## src/rtl/seg7_decode_monitor.sv

```systemverilog
// Watches an active-low 7-segment bus and decodes stable digit patterns.
// It also flags illegal patterns and breaks in an expected counting sequence.
module seg7_decode_monitor #(
    parameter int STABLE_CYCLES = 4,
    parameter int MOD           = 8
) (
    input  logic       CLOCK_50,
    input  logic [0:0] KEY,
    input  logic [0:6] HEX_IN,
    output logic [3:0] DIGIT,
    output logic       DIGIT_VALID,
    output logic       PAT_ERR,
    output logic       SEQ_ERR,
    output logic       LOCKED,
    output logic [7:0] CHG_CNT,
    output logic [1:0] dbg_state
);

    typedef enum logic [1:0] {
        ST_IDLE   = 2'd0,
        ST_SETTLE = 2'd1,
        ST_LOCKED = 2'd2
    } state_t;

    localparam logic [3:0] CNT_MAX  = 4'(STABLE_CYCLES - 1);
    localparam logic [3:0] CNT_QUAL = 4'(STABLE_CYCLES - 2);
    localparam logic [4:0] MOD_L    = 5'(MOD);
    localparam logic [0:6] BLANK    = 7'b1111111;

    logic       rst_n;
    logic [0:6] sync1;
    logic [0:6] s;
    logic [0:6] s_prev;
    logic [3:0] stab_cnt;
    state_t     state;
    state_t     state_nxt;
    logic       has_prior;
    logic       chg;
    logic       qualify;
    logic       dec_legal;
    logic       dec_blank;
    logic [3:0] dec_digit;
    logic       acc_new;
    logic       acc_blank;
    logic       acc_illegal;
    logic [4:0] inc_digit;
    logic [4:0] seq_next;
    logic       seq_bad;

    assign rst_n = KEY[0];

    // Two-flop synchronizer; s_prev lets us see every change of the sample.
    always_ff @(posedge CLOCK_50 or negedge rst_n) begin
        if (!rst_n) begin
            sync1  <= BLANK;
            s      <= BLANK;
            s_prev <= BLANK;
        end else begin
            sync1  <= HEX_IN;
            s      <= sync1;
            s_prev <= s;
        end
    end

    assign chg = (s != s_prev);

    always_ff @(posedge CLOCK_50 or negedge rst_n) begin
        if (!rst_n) begin
            stab_cnt <= 4'd0;
        end else if (chg) begin
            stab_cnt <= 4'd0;
        end else if (stab_cnt != CNT_MAX) begin
            stab_cnt <= stab_cnt + 4'd1;
        end
    end

    always_comb begin
        dec_legal = 1'b1;
        dec_blank = 1'b0;
        dec_digit = 4'd0;
        case (s)
            7'b0000001: dec_digit = 4'd0;
            7'b1001111: dec_digit = 4'd1;
            7'b0010010: dec_digit = 4'd2;
            7'b0000110: dec_digit = 4'd3;
            7'b1001100: dec_digit = 4'd4;
            7'b0100100: dec_digit = 4'd5;
            7'b0100000: dec_digit = 4'd6;
            7'b0001111: dec_digit = 4'd7;
            7'b0000000: dec_digit = 4'd8;
            7'b0000100: dec_digit = 4'd9;
            7'b1111111: dec_blank = 1'b1;
            default:    dec_legal = 1'b0;
        endcase
    end

    // Qualification fires on the edge where the counter reaches its ceiling,
    // so the decision registers STABLE_CYCLES+2 edges after an input step.
    assign qualify = (state == ST_SETTLE) && !chg && (stab_cnt == CNT_QUAL);

    always_ff @(posedge CLOCK_50 or negedge rst_n) begin
        if (!rst_n) begin
            state <= ST_IDLE;
        end else begin
            state <= state_nxt;
        end
    end

    always_comb begin
        state_nxt = state;
        if (chg) begin
            state_nxt = ST_SETTLE;
        end else if (qualify) begin
            if (dec_blank || !dec_legal) begin
                state_nxt = ST_IDLE;
            end else begin
                state_nxt = ST_LOCKED;
            end
        end
    end

    always_comb begin
        LOCKED      = (state == ST_LOCKED);
        dbg_state   = state;
        acc_new     = qualify && dec_legal && !dec_blank && (!has_prior || (dec_digit != DIGIT));
        acc_blank   = qualify && dec_blank;
        acc_illegal = qualify && !dec_legal;
    end

    assign inc_digit = {1'b0, DIGIT} + 5'd1;
    assign seq_next  = inc_digit % MOD_L;
    // Digit 0 restarts the count; out-of-range digits are always an error.
    assign seq_bad   = ({1'b0, dec_digit} >= MOD_L) ||
                       (has_prior && (dec_digit != 4'd0) && ({1'b0, dec_digit} != seq_next));

    always_ff @(posedge CLOCK_50 or negedge rst_n) begin
        if (!rst_n) begin
            DIGIT       <= 4'd0;
            DIGIT_VALID <= 1'b0;
            PAT_ERR     <= 1'b0;
            SEQ_ERR     <= 1'b0;
            CHG_CNT     <= 8'd0;
            has_prior   <= 1'b0;
        end else begin
            DIGIT_VALID <= acc_new;
            PAT_ERR     <= acc_illegal;
            if (acc_new) begin
                DIGIT     <= dec_digit;
                CHG_CNT   <= CHG_CNT + 8'd1;
                has_prior <= 1'b1;
                if (seq_bad) begin
                    SEQ_ERR <= 1'b1;
                end
            end else if (acc_blank || acc_illegal) begin
                has_prior <= 1'b0;
            end
        end
    end

endmodule

```

## config.mk

```make
export PLATFORM = sky130hd
export DESIGN_NAME = seg7_decode_monitor
export DESIGN_NICKNAME = d
export VERILOG_FILES = /design/src/rtl/seg7_decode_monitor.sv
export SDC_FILE = /design/constraint.sdc
export NUM_CORES = 1
export LEC_CHECK = 0
export BUFFER_PORTS_ARGS = -buffer_cell sky130_fd_sc_hd__buf_2
export CAP_MARGIN = 10
export CORE_MARGIN = 1.5
export CORE_UTILIZATION = 59
export CTS_BUF_LIST = sky130_fd_sc_hd__clkbuf_4
export DETAILED_ROUTE_END_ITERATION = 16
export GPL_TIMING_DRIVEN = 0
export PLACE_DENSITY = 0.82
export SKIP_LAST_GASP = 1
export SLEW_MARGIN = 20
export SYNTH_ARGS = -nofsm -noshare
export SYNTH_HDL_FRONTEND = slang
export SYNTH_SLANG_ARGS = --single-unit
```

## constraint.sdc

```tcl
create_clock -name CLOCK_50 -period 2.9 [get_ports CLOCK_50]
set_input_delay 0.29 -clock CLOCK_50 [delete_from_list [all_inputs] [get_ports CLOCK_50]]
set_output_delay 0.29 -clock CLOCK_50 [all_outputs]
set_load 0.03 [all_outputs]
```

==> results.yml <==
die:
  dieArea_sq_um: 3720
  num_io_pins: 27
  core_area_sq_um: 3130
  fp-row-count: 20
  fp.dieW_um: 61.0
  die_h_um: 61.0
  initial_core_util: 0.634
cells_and_area:
  fill_cells: 210
  fin_nets: 220
  post-route-util: 0.754
  area_growth_pct: 18.9
  drive_gt1_frac: 0.351
  diodes: 0
timing:
  finClkSkew_ns: 0.00924
  worstMarginPinSlew_ns: 0.905
  setup_slack_ns: 0.197
  period_minus_slack_ns: 2.70
  timing.slew.headroom: 0.397
  slew_viol_final: 0
  finalHoldViolations: 0
  fin_setup_tns_ns: 0
  fin_crit_sh: 0.932
  clock.fmax_mhz: 370
  final-setup-viol-count: 0
  rsz0062_at_grt: "false"
pwr:
  switching_power_uw: 231
  power.leakage_uw: 0.00107
  power_uw: 1170
  power_frac_comb: 0.057
  cellPowerDensity_nw_per_um2: 495
  intPower_uw: 936
  pwr-share-seq: 0.544
  clock_power_share: 0.399
  switching_share: 0.198
  vdd_drop_max_v: 0.000375
routing:
  drtIter0Drc: 76
  firstDrtPassIters: 4
  totalWireLength_um: 3500
  routed_via_density: 5.41
  avgRoutedWirePerCell_um: 13.9
  vias: 1363
  post-route-drc-count: 0
  route.antenna.remaining_nets: 0
synthesis:
  syn_nets: 179
  synth_seq_cells: 43
  avgSynthCellArea_sq_um: 11.9
  syn_inst: 166
  ys_types: 47
  synth_edf_count: 0
  ys_seq_area_frac: 0.556
  synth_ff_type: "dfrtp_1"
  ys_warn_count: 0
  async_flop_share: 1.00
  synth_area_sq_um: 1980
clock_network:
  clk_pin_slew_worst_paths_ns: 0.12
  insertion_delay_ns: 0.35
  cts-buffers-inserted: 5
  cts-htree-levels: 2
  cts_tree: "built"
  root_buffer: "clkbuf_4"
  clockBufferDepth: 2
  cts_num_sinks: 43
worst_setup_path:
  critPathMaxFanout: 9
  critPathArrivalTime_ns: 2.96
  critPathKind: "register to register"
  critPathLaunchType: "register"
  crit_required_ns: 3.16
  cp-end-kind: "register"
place:
  pre_cts_ws_ns: 0.0245
  portBuffers: 26
  dp_hpwl_um: 2420
  gp_congestion: 0.896
grt:
  grt_pass1_wl_um: 5580
  grt_pass1_vias: 1288
  gr-total-overflow: 0
  grtUsageTotal: 0.211
  grt_antenna_before_repair: 0
  grt_max_degree: 44
hold_path:
  hp-class: "primary input to async pin"
job:
  cap_violations: 0
outcome:
  status: "finished, final reports clean"
==> final cells by class <==
| cell class | count | area [sq um] | area share |
|---|---|---|---|
| sequential | 43 | 1100 | 0.468 |
| multi-input combinational | 111 | 815 | 0.346 |
| timing repair buffer | 34 | 208 | 0.0881 |
| clock inverter | 2 | 60.1 | 0.0255 |
| tap | 44 | 55.1 | 0.0234 |
| buffer | 7 | 53.8 | 0.0228 |
| clock buffer | 6 | 45.0 | 0.0191 |
| inverter | 5 | 18.8 | 0.00796 |
==> path summary, 6_finish.rpt <==
kind,startpoint,slack [ns],depth (start not counted),to
worst max-delay path,s[6],0.20,6,CHG_CNT[1]
worst min-delay path,KEY,0.05,1,DIGIT[1]
worst max register to register,s[6],0.20,6,CHG_CNT[1]
worst min register to register,sync1[0],0.36,0,s[0]
max in group asynchronous,KEY,2.29,1,SEQ_ERR
min in group CLOCK_50,sync1[0],0.36,0,s[0]
==> synthesized netlist by cell type, types with 4 or more instances <==
master,count,area [sq um]
nand2_1,14,52.6
dfrtp_1,22,551
xnor2_1,16,140
dfstp_2,21,552
ha_1,4,50.1
nand3_1,5,25.0
inv_1,5,18.8
and3_1,4,25.0
nor2_1,9,33.8
xor2_1,4,35.0
nor3_1,4,20.0
o2111ai_1,5,43.8
o21ai_0,5,25.0
==> placed cells by master, fill, tap and decap left out, types with 2 or more instances in the layout <==
cell / count
buf_4: 4
nand2b_1: 2
and3_1: 4
buf_6: 2
o311ai_0: 2
o2111ai_1: 4
and2_1: 3
buf_2: 27
or4_1: 2
nor3_1: 4
nand3b_1: 2
dlygate4sd3_1: 7
dfstp_2: 21
nand4_1: 2
xnor2_1: 16
inv_1: 5
clkbuf_4: 6
xor2_1: 4
bufinv_16: 2
or2_2: 2
o21ai_0: 5
nand2_1: 14
ha_1: 4
nor2_1: 9
dfrtp_1: 22
nand3_1: 5
o211ai_1: 2
a21oi_1: 3
==> stage by stage <==
stage          instances  cell area, sq um  hold WS [ns]
2_1_floorplan        166              1980      -0.00559
4_1_cts              244              2270       0.00425
3_3_place_gp         236              2170         0.346
5_1_grt              252              2360         0.114
3_5_place_dp         236              2170         0.347
6_report             252              2360        0.0538
==> logic make-up (layout without fill, tap and decap cells) <==
family | count (synthesis) | after routing | share of synthesized area
adder cells (fa/ha/maj) | 4 | 4 | 0.0252
multiplexers | 1 | 1 | 0.00757
flip-flops | 43 | 43 | 0.556
AO/OA/AOI/OAI | 29 | 29 | 0.123
XOR/XNOR | 21 | 21 | 0.0997
buffers and inverters | 12 | 54 | 0.0366
AND/OR/NAND/NOR | 56 | 56 | 0.152
==> worst max-delay path, stage by stage, from the launching register on <==
cell and delay [ns]:
dfstp_2 0.39, buf_6 0.13, or3_2 0.50, o31ai_1 0.49, xor2_1 0.58, o21ai_2 0.20
mux2_4 0.32
==> per-layer routing <==
metal	vias up	part of all wire	track usage
li1	663	-	-
met1	655	0.42	0.254
met2	36	0.51	0.349
met3	9	0.046	0.0661
met4	0	0.022	0.0963
met5	-	0	0
==> repair_timing <==
action | in CTS | in global routing
gates resized for setup | 0 | 1
setup endpoints to repair | 0 | 4
setup buffers | 0 | 1
endpoints found under the hold margin | 0 | 7
hold buffers | 0 | 7
==> registers in the layout, summed over array words and instances, names as in the netlist <==
name,count
dbg_state,2
SEQ_ERR,1
stab_cnt,4
PAT_ERR,1
CHG_CNT,8
sync1,7
DIGIT,4
s_prev,7
has_prior,1
DIGIT_VALID,1
s,7
==> power by group through the flow <==
| stage | combinational, uW | sequential (uW) | clock [uW] |
|---|---|---|---|
| after floorplan | 37.0 | 643 | 0 |
| after global placement | 56.9 | 644 | 0 |
| after detailed placement | 59.6 | 646 | 0 |
| after CTS | 59.5 | 635 | 480 |
| after global routing | 74.2 | 637 | 505 |
| final | 66.4 | 635 | 465 |
No activity file was read; power rests on OpenSTA's default activity.
